$ cat src/rtl/selector41_rr_arbiter.sv
// Round-robin arbiter sharing one 4:1 selector among four requesters, with valid/ready output.
// Optional burst limit per grant: define ARB_TIMEOUT_EN to release after BURST_MAX transfers.
module selector41_rr_arbiter #(
  parameter int WIDTH     = 4,
  parameter int BURST_MAX = 4
) (
  input  logic             iClk,
  input  logic             iRst,
  input  logic [3:0]       iReq,
  input  logic [WIDTH-1:0] iC0,
  input  logic [WIDTH-1:0] iC1,
  input  logic [WIDTH-1:0] iC2,
  input  logic [WIDTH-1:0] iC3,
  input  logic             iReady,
  output logic [3:0]       oGnt,
  output logic             oS1,
  output logic             oS0,
  output logic [WIDTH-1:0] oZ,
  output logic             oValid
);

  localparam logic [0:0] ST_IDLE = 1'b0;
  localparam logic [0:0] ST_BUSY = 1'b1;

  if (BURST_MAX < 1 || BURST_MAX > 255) begin : g_bad_burst_max
    $error("BURST_MAX must lie in 1..255");
  end

  logic [0:0] state_q, state_d;
  logic [1:0] idx_q, idx_d;
  logic [1:0] ptr_q, ptr_d;
  logic [3:0] gnt_q, gnt_d;
  logic [7:0] cnt_q, cnt_d;
  logic [1:0] win;
  logic       busy;
  logic       xfer;
  logic       burst_done;

  // First requester at or after ptr, wrapping modulo 4.
  function automatic logic [1:0] rr_pick(input logic [3:0] req, input logic [1:0] ptr);
    logic [1:0] pick;
    logic [1:0] cand;
    pick = ptr;
    for (int i = 3; i >= 0; i--) begin
      cand = ptr + i[1:0];
      if (req[cand]) pick = cand;
    end
    return pick;
  endfunction

  assign win  = rr_pick(iReq, ptr_q);
  assign busy = (state_q == ST_BUSY);
  assign xfer = oValid && iReady;

`ifdef ARB_TIMEOUT_EN
  assign burst_done = xfer && (cnt_q == 8'(BURST_MAX - 1));
`else
  assign burst_done = 1'b0;
`endif

  always_comb begin
    state_d = state_q;
    idx_d   = idx_q;
    ptr_d   = ptr_q;
    gnt_d   = gnt_q;
    cnt_d   = cnt_q;
    if (!busy) begin
      if (|iReq) begin
        state_d = ST_BUSY;
        idx_d   = win;
        gnt_d   = 4'b0001 << win;
        cnt_d   = 8'd0;
      end
    end else begin
      if (xfer && cnt_q != 8'hFF) cnt_d = cnt_q + 8'd1;
      // Select lines keep the last channel across the release edge.
      if (!iReq[idx_q] || burst_done) begin
        state_d = ST_IDLE;
        gnt_d   = 4'b0000;
        ptr_d   = idx_q + 2'd1;
        cnt_d   = 8'd0;
      end
    end
  end

  always_ff @(posedge iClk) begin
    if (iRst) begin
      state_q <= ST_IDLE;
      idx_q   <= 2'd0;
      ptr_q   <= 2'd0;
      gnt_q   <= 4'b0000;
      cnt_q   <= 8'd0;
    end else begin
      state_q <= state_d;
      idx_q   <= idx_d;
      ptr_q   <= ptr_d;
      gnt_q   <= gnt_d;
      cnt_q   <= cnt_d;
    end
  end

  always_comb begin
    oZ = '0;
    if (busy) begin
      case (idx_q)
        2'd0:    oZ = iC0;
        2'd1:    oZ = iC1;
        2'd2:    oZ = iC2;
        default: oZ = iC3;
      endcase
    end
  end

  assign oValid = busy && iReq[idx_q];
  assign oGnt   = gnt_q;
  assign oS1    = idx_q[1];
  assign oS0    = idx_q[0];

endmodule

$ cat config.mk
export PLATFORM = sky130hd
export DESIGN_NAME = selector41_rr_arbiter
export DESIGN_NICKNAME = d
export VERILOG_FILES = /design/src/rtl/selector41_rr_arbiter.sv
export SDC_FILE = /design/constraint.sdc
export NUM_CORES = 1
export LEC_CHECK = 0
export CAP_MARGIN = 15
export CELL_PAD_IN_SITES_DETAIL_PLACEMENT = 1
export CELL_PAD_IN_SITES_GLOBAL_PLACEMENT = 1
export CORE_ASPECT_RATIO = 1.5
export CORE_MARGIN = 2
export CORE_UTILIZATION = 28
export DETAILED_ROUTE_END_ITERATION = 8
export PLACE_DENSITY_LB_ADDON = 0.25
export SLEW_MARGIN = 10
export SYNTH_ARGS = -nofsm -noshare
export SYNTH_HDL_FRONTEND = slang
export SYNTH_SLANG_ARGS = --single-unit
$ cat constraint.sdc
create_clock -name iClk -period 3.97 [get_ports iClk]
set_clock_uncertainty 0.05 [all_clocks]
set_input_delay 0.5955 -clock iClk [delete_from_list [all_inputs] [get_ports iClk]]
set_output_delay 0.5955 -clock iClk [all_outputs]
set_load 0.03 [all_outputs]
==> out/metrics.csv <==
stage;metric;value;unit
synthesis;yosys-top-cells-area;dfxtp_1 28%, ha_1 7.8%, nand2_1 6.5%, a222oi_1 6.3%, o21ai_0 5.5%;
worst_setup_path;crit_arrival;2.57;ns
final_layout;design_area;1010;µm²
timing;slew_headroom;60.9;%
placement;numPortBuffers;32;
worst_setup_path;reg2reg_to;oGnt[3];
worst_hold_path;min_from;oGnt[0];
clock_tree;cts_resized;0;
synthesis;synthCells;80;
placement;place_hpwl;1630;µm
global_route;grt_pass1_vias;768;
placement;placed_area;982;µm²
pwr;seqPwrFrac;36.4;%
worst_setup_path;timing.rr.start;idx_q[1];
global_route;grt_antenna_before_repair;0;
timing;setup_violations;0;
synthesis;synthTopCellsByCount;11 x nand2_1, 9 x dfxtp_1, 9 x nor2_1;
synthesis;synth_edf_count;0;
pwr;p_int;0.195;mW
global_route;grt_overflow;0;
job;cap_violations;0;
timing;finalHoldViolCount;0;
final_layout;drive_above_1_share;7.83;%
clock_tree;clockBufferDepth;2;
worst_setup_path;reg2reg_depth;5;
floorplanning;ios;34;
floorplanning;core_area;2210;µm²
worst_setup_path;regToRegSetupSlack;2.30;ns
synthesis;netlist.area_leader.share;28.2;%
pwr;p_sw;0.0965;mW
floorplanning;rows;21;
final_layout;area_growth;58.0;%
routing;wl_per_cell;14.3;µm
timing;min_period;3.21;ns
status;status;complete, no violations;
timing;min_period_over_period;80.9;%
floorplanning;start_util;28.9;%
pwr;clkPwrFrac;23.7;%
worst_hold_path;whs_path_depth;2;
clock_tree;cts.clk_slew.worst_paths;0.06;ns
synthesis;syn_nets;107;
synthesis;syn-cell-area;638;µm²
clock_tree;insertion_delay;0.26;ns
routing;firstDrtPassIters;4;
clock_tree;post_cts_buffers;0;
worst_setup_path;endpoint_kind;output pin;
routing;routed_via_density;5.28;
timing;tightest_slew;0.581;ns
synthesis;ys_seq_elements;9;
final_layout;nNetsFinal;143;
routing;drt_iter0_drc;23;
worst_setup_path;required;3.32;ns
pwr;power_density;289;nW/µm²
timing;rsz0062_at_grt;false;
synthesis;seq_area_frac_synth;28.2;%
worst_hold_path;hp-class;register to register;
global_route;groute.usage.overall;15.3;%
synthesis;ys_warn_count;0;
worst_setup_path;start_kind;input port;
floorplanning;dieWidth;43.0;µm
final_layout;diodes;0;
global_route;grt_max_degree;11;
placement;gp_congestion;0.792;
clock_tree;cts_num_sinks;9;
pwr;leakagePower;0.371;nW
final_layout;final_util;45.7;%
pwr;swShare;33.1;%
clock_tree;h-tree-depth;1;
clock_tree;cts_tree;done;
clock_tree;cts_root_buffer;clkbuf_4;
worst_setup_path;crit_fanout;8;
timing;hold_ws;0.413;ns
synthesis;synthArstFlopShare;0;%
floorplanning;dieArea;2680;µm²
routing;antenna_left;0;
routing;routed_wl;1970;µm
clock_tree;ctsHoldBuffers;0;
routing;vias;728;
synthesis;syn_avg_cell_area;7.98;µm²
pwr;combPwrFrac;39.9;%
floorplanning;die-height;62.5;µm
timing;finalMaxSlewViolations;0;
synthesis;synth_top_flop_cell;dfxtp_1;
worst_hold_path;hold-path-endpoint;oGnt[0];
worst_setup_path;path_class;input port to output pin;
timing;timing.fmax;311;MHz
timing;fin_tns_setup;0;ns
pwr;irDropWorstVdd;0.000179;V
synthesis;yosysMostFrequentCell;nand2_1;
routing;drc;0;
synthesis;synth_area_leader_cell;dfxtp_1;
clock_tree;tritoncts.num_buffers;3;
global_route;grt_pass1_wl;3280;µm
synthesis;ys_types;29;
[cell usage in the layout, fill, tap and decap left out, drive strengths merged, types with 2 or more instances in the layout]
master,count
a21oi,5
a222oi,4
and2,4
clkbuf,4
clkdlybuf4s50,32
dfxtp,9
ha,4
inv,2
mux2,2
mux2i,2
nand2,11
nand3b,2
nor2,10
nor2b,4
o21ai,8
[flip-flops by register name (all words and copies together), names as in the netlist]
signal  flops
ptr_q       2
busy        1
idx_q       2
oGnt        4
[worst max-delay path: stages]
cell and delay (ns):
clkdlybuf4s50_1 0.63, mux2_2 0.24, nor2_1 0.04, nor3b_1 0.31, clkdlybuf4s50_1 0.74
[stage by stage]
step,total power [mW],std cells,setup WS (ns)
6_report,0.291,138,0.757
5_1_grt,0.310,138,0.622
4_1_cts,0.298,138,0.767
3_5_place_dp,0.225,134,0.788
3_3_place_gp,0.223,134,0.793
2_1_floorplan,0.171,80,1.65
[worst max path at each step]
| stage | from | endpoint | slack (ns) | cells past startpoint |
|---|---|---|---|---|
| floorplan | idx_q[1] | oValid | 1.65 | 3 |
| global placement | iReq[3] | oValid | 0.79 | 5 |
| detailed placement | iReq[3] | oValid | 0.79 | 5 |
| CTS | iReq[3] | oValid | 0.77 | 5 |
| global route | iReq[3] | oValid | 0.62 | 5 |
| finish | iReq[3] | oValid | 0.76 | 5 |
[layer usage]
metal / part of all wire, % / global-route usage [%] / vias up / wire length (µm)
met5: 0 / 0 / - / 0
met4: 1.1 / 7.20 / 0 / 21
met3: 9.1 / 3.18 / 2 / 180
met2: 53 / 28.6 / 30 / 1050
met1: 37 / 15.5 / 331 / 720
li1: - / - / 365 / -
[cell type report]
class / count / area, µm²
tap: 23 / 28.8
multi-input combinational: 68 / 445
clock buffer: 4 / 26.3
timing repair buffer: 32 / 320
fill: 283 / 1200
inverter: 2 / 7.51
sequential: 9 / 180
[power groups by stage]
| stage | registers, mW | clock network (mW) | logic (mW) |
|---|---|---|---|
| finish | 0.106 | 0.0690 | 0.116 |
| global placement | 0.108 | 0 | 0.115 |
| detailed placement | 0.108 | 0 | 0.117 |
| floorplan | 0.114 | 0 | 0.0564 |
| CTS | 0.106 | 0.0741 | 0.118 |
| global route | 0.107 | 0.0762 | 0.126 |
[cell families (layout without fill, tap and decap cells)]
family / after synthesis / in the layout / share of synthesized area [%]
flops: 9 / 9 / 28.2
simple gates: 36 / 36 / 28.4
buf+inv: 3 / 38 / 1.96
fa+ha+maj: 4 / 4 / 7.84
compound gates: 24 / 24 / 26.9
mux: 4 / 4 / 6.67
Power figures use the tool's default switching activity.
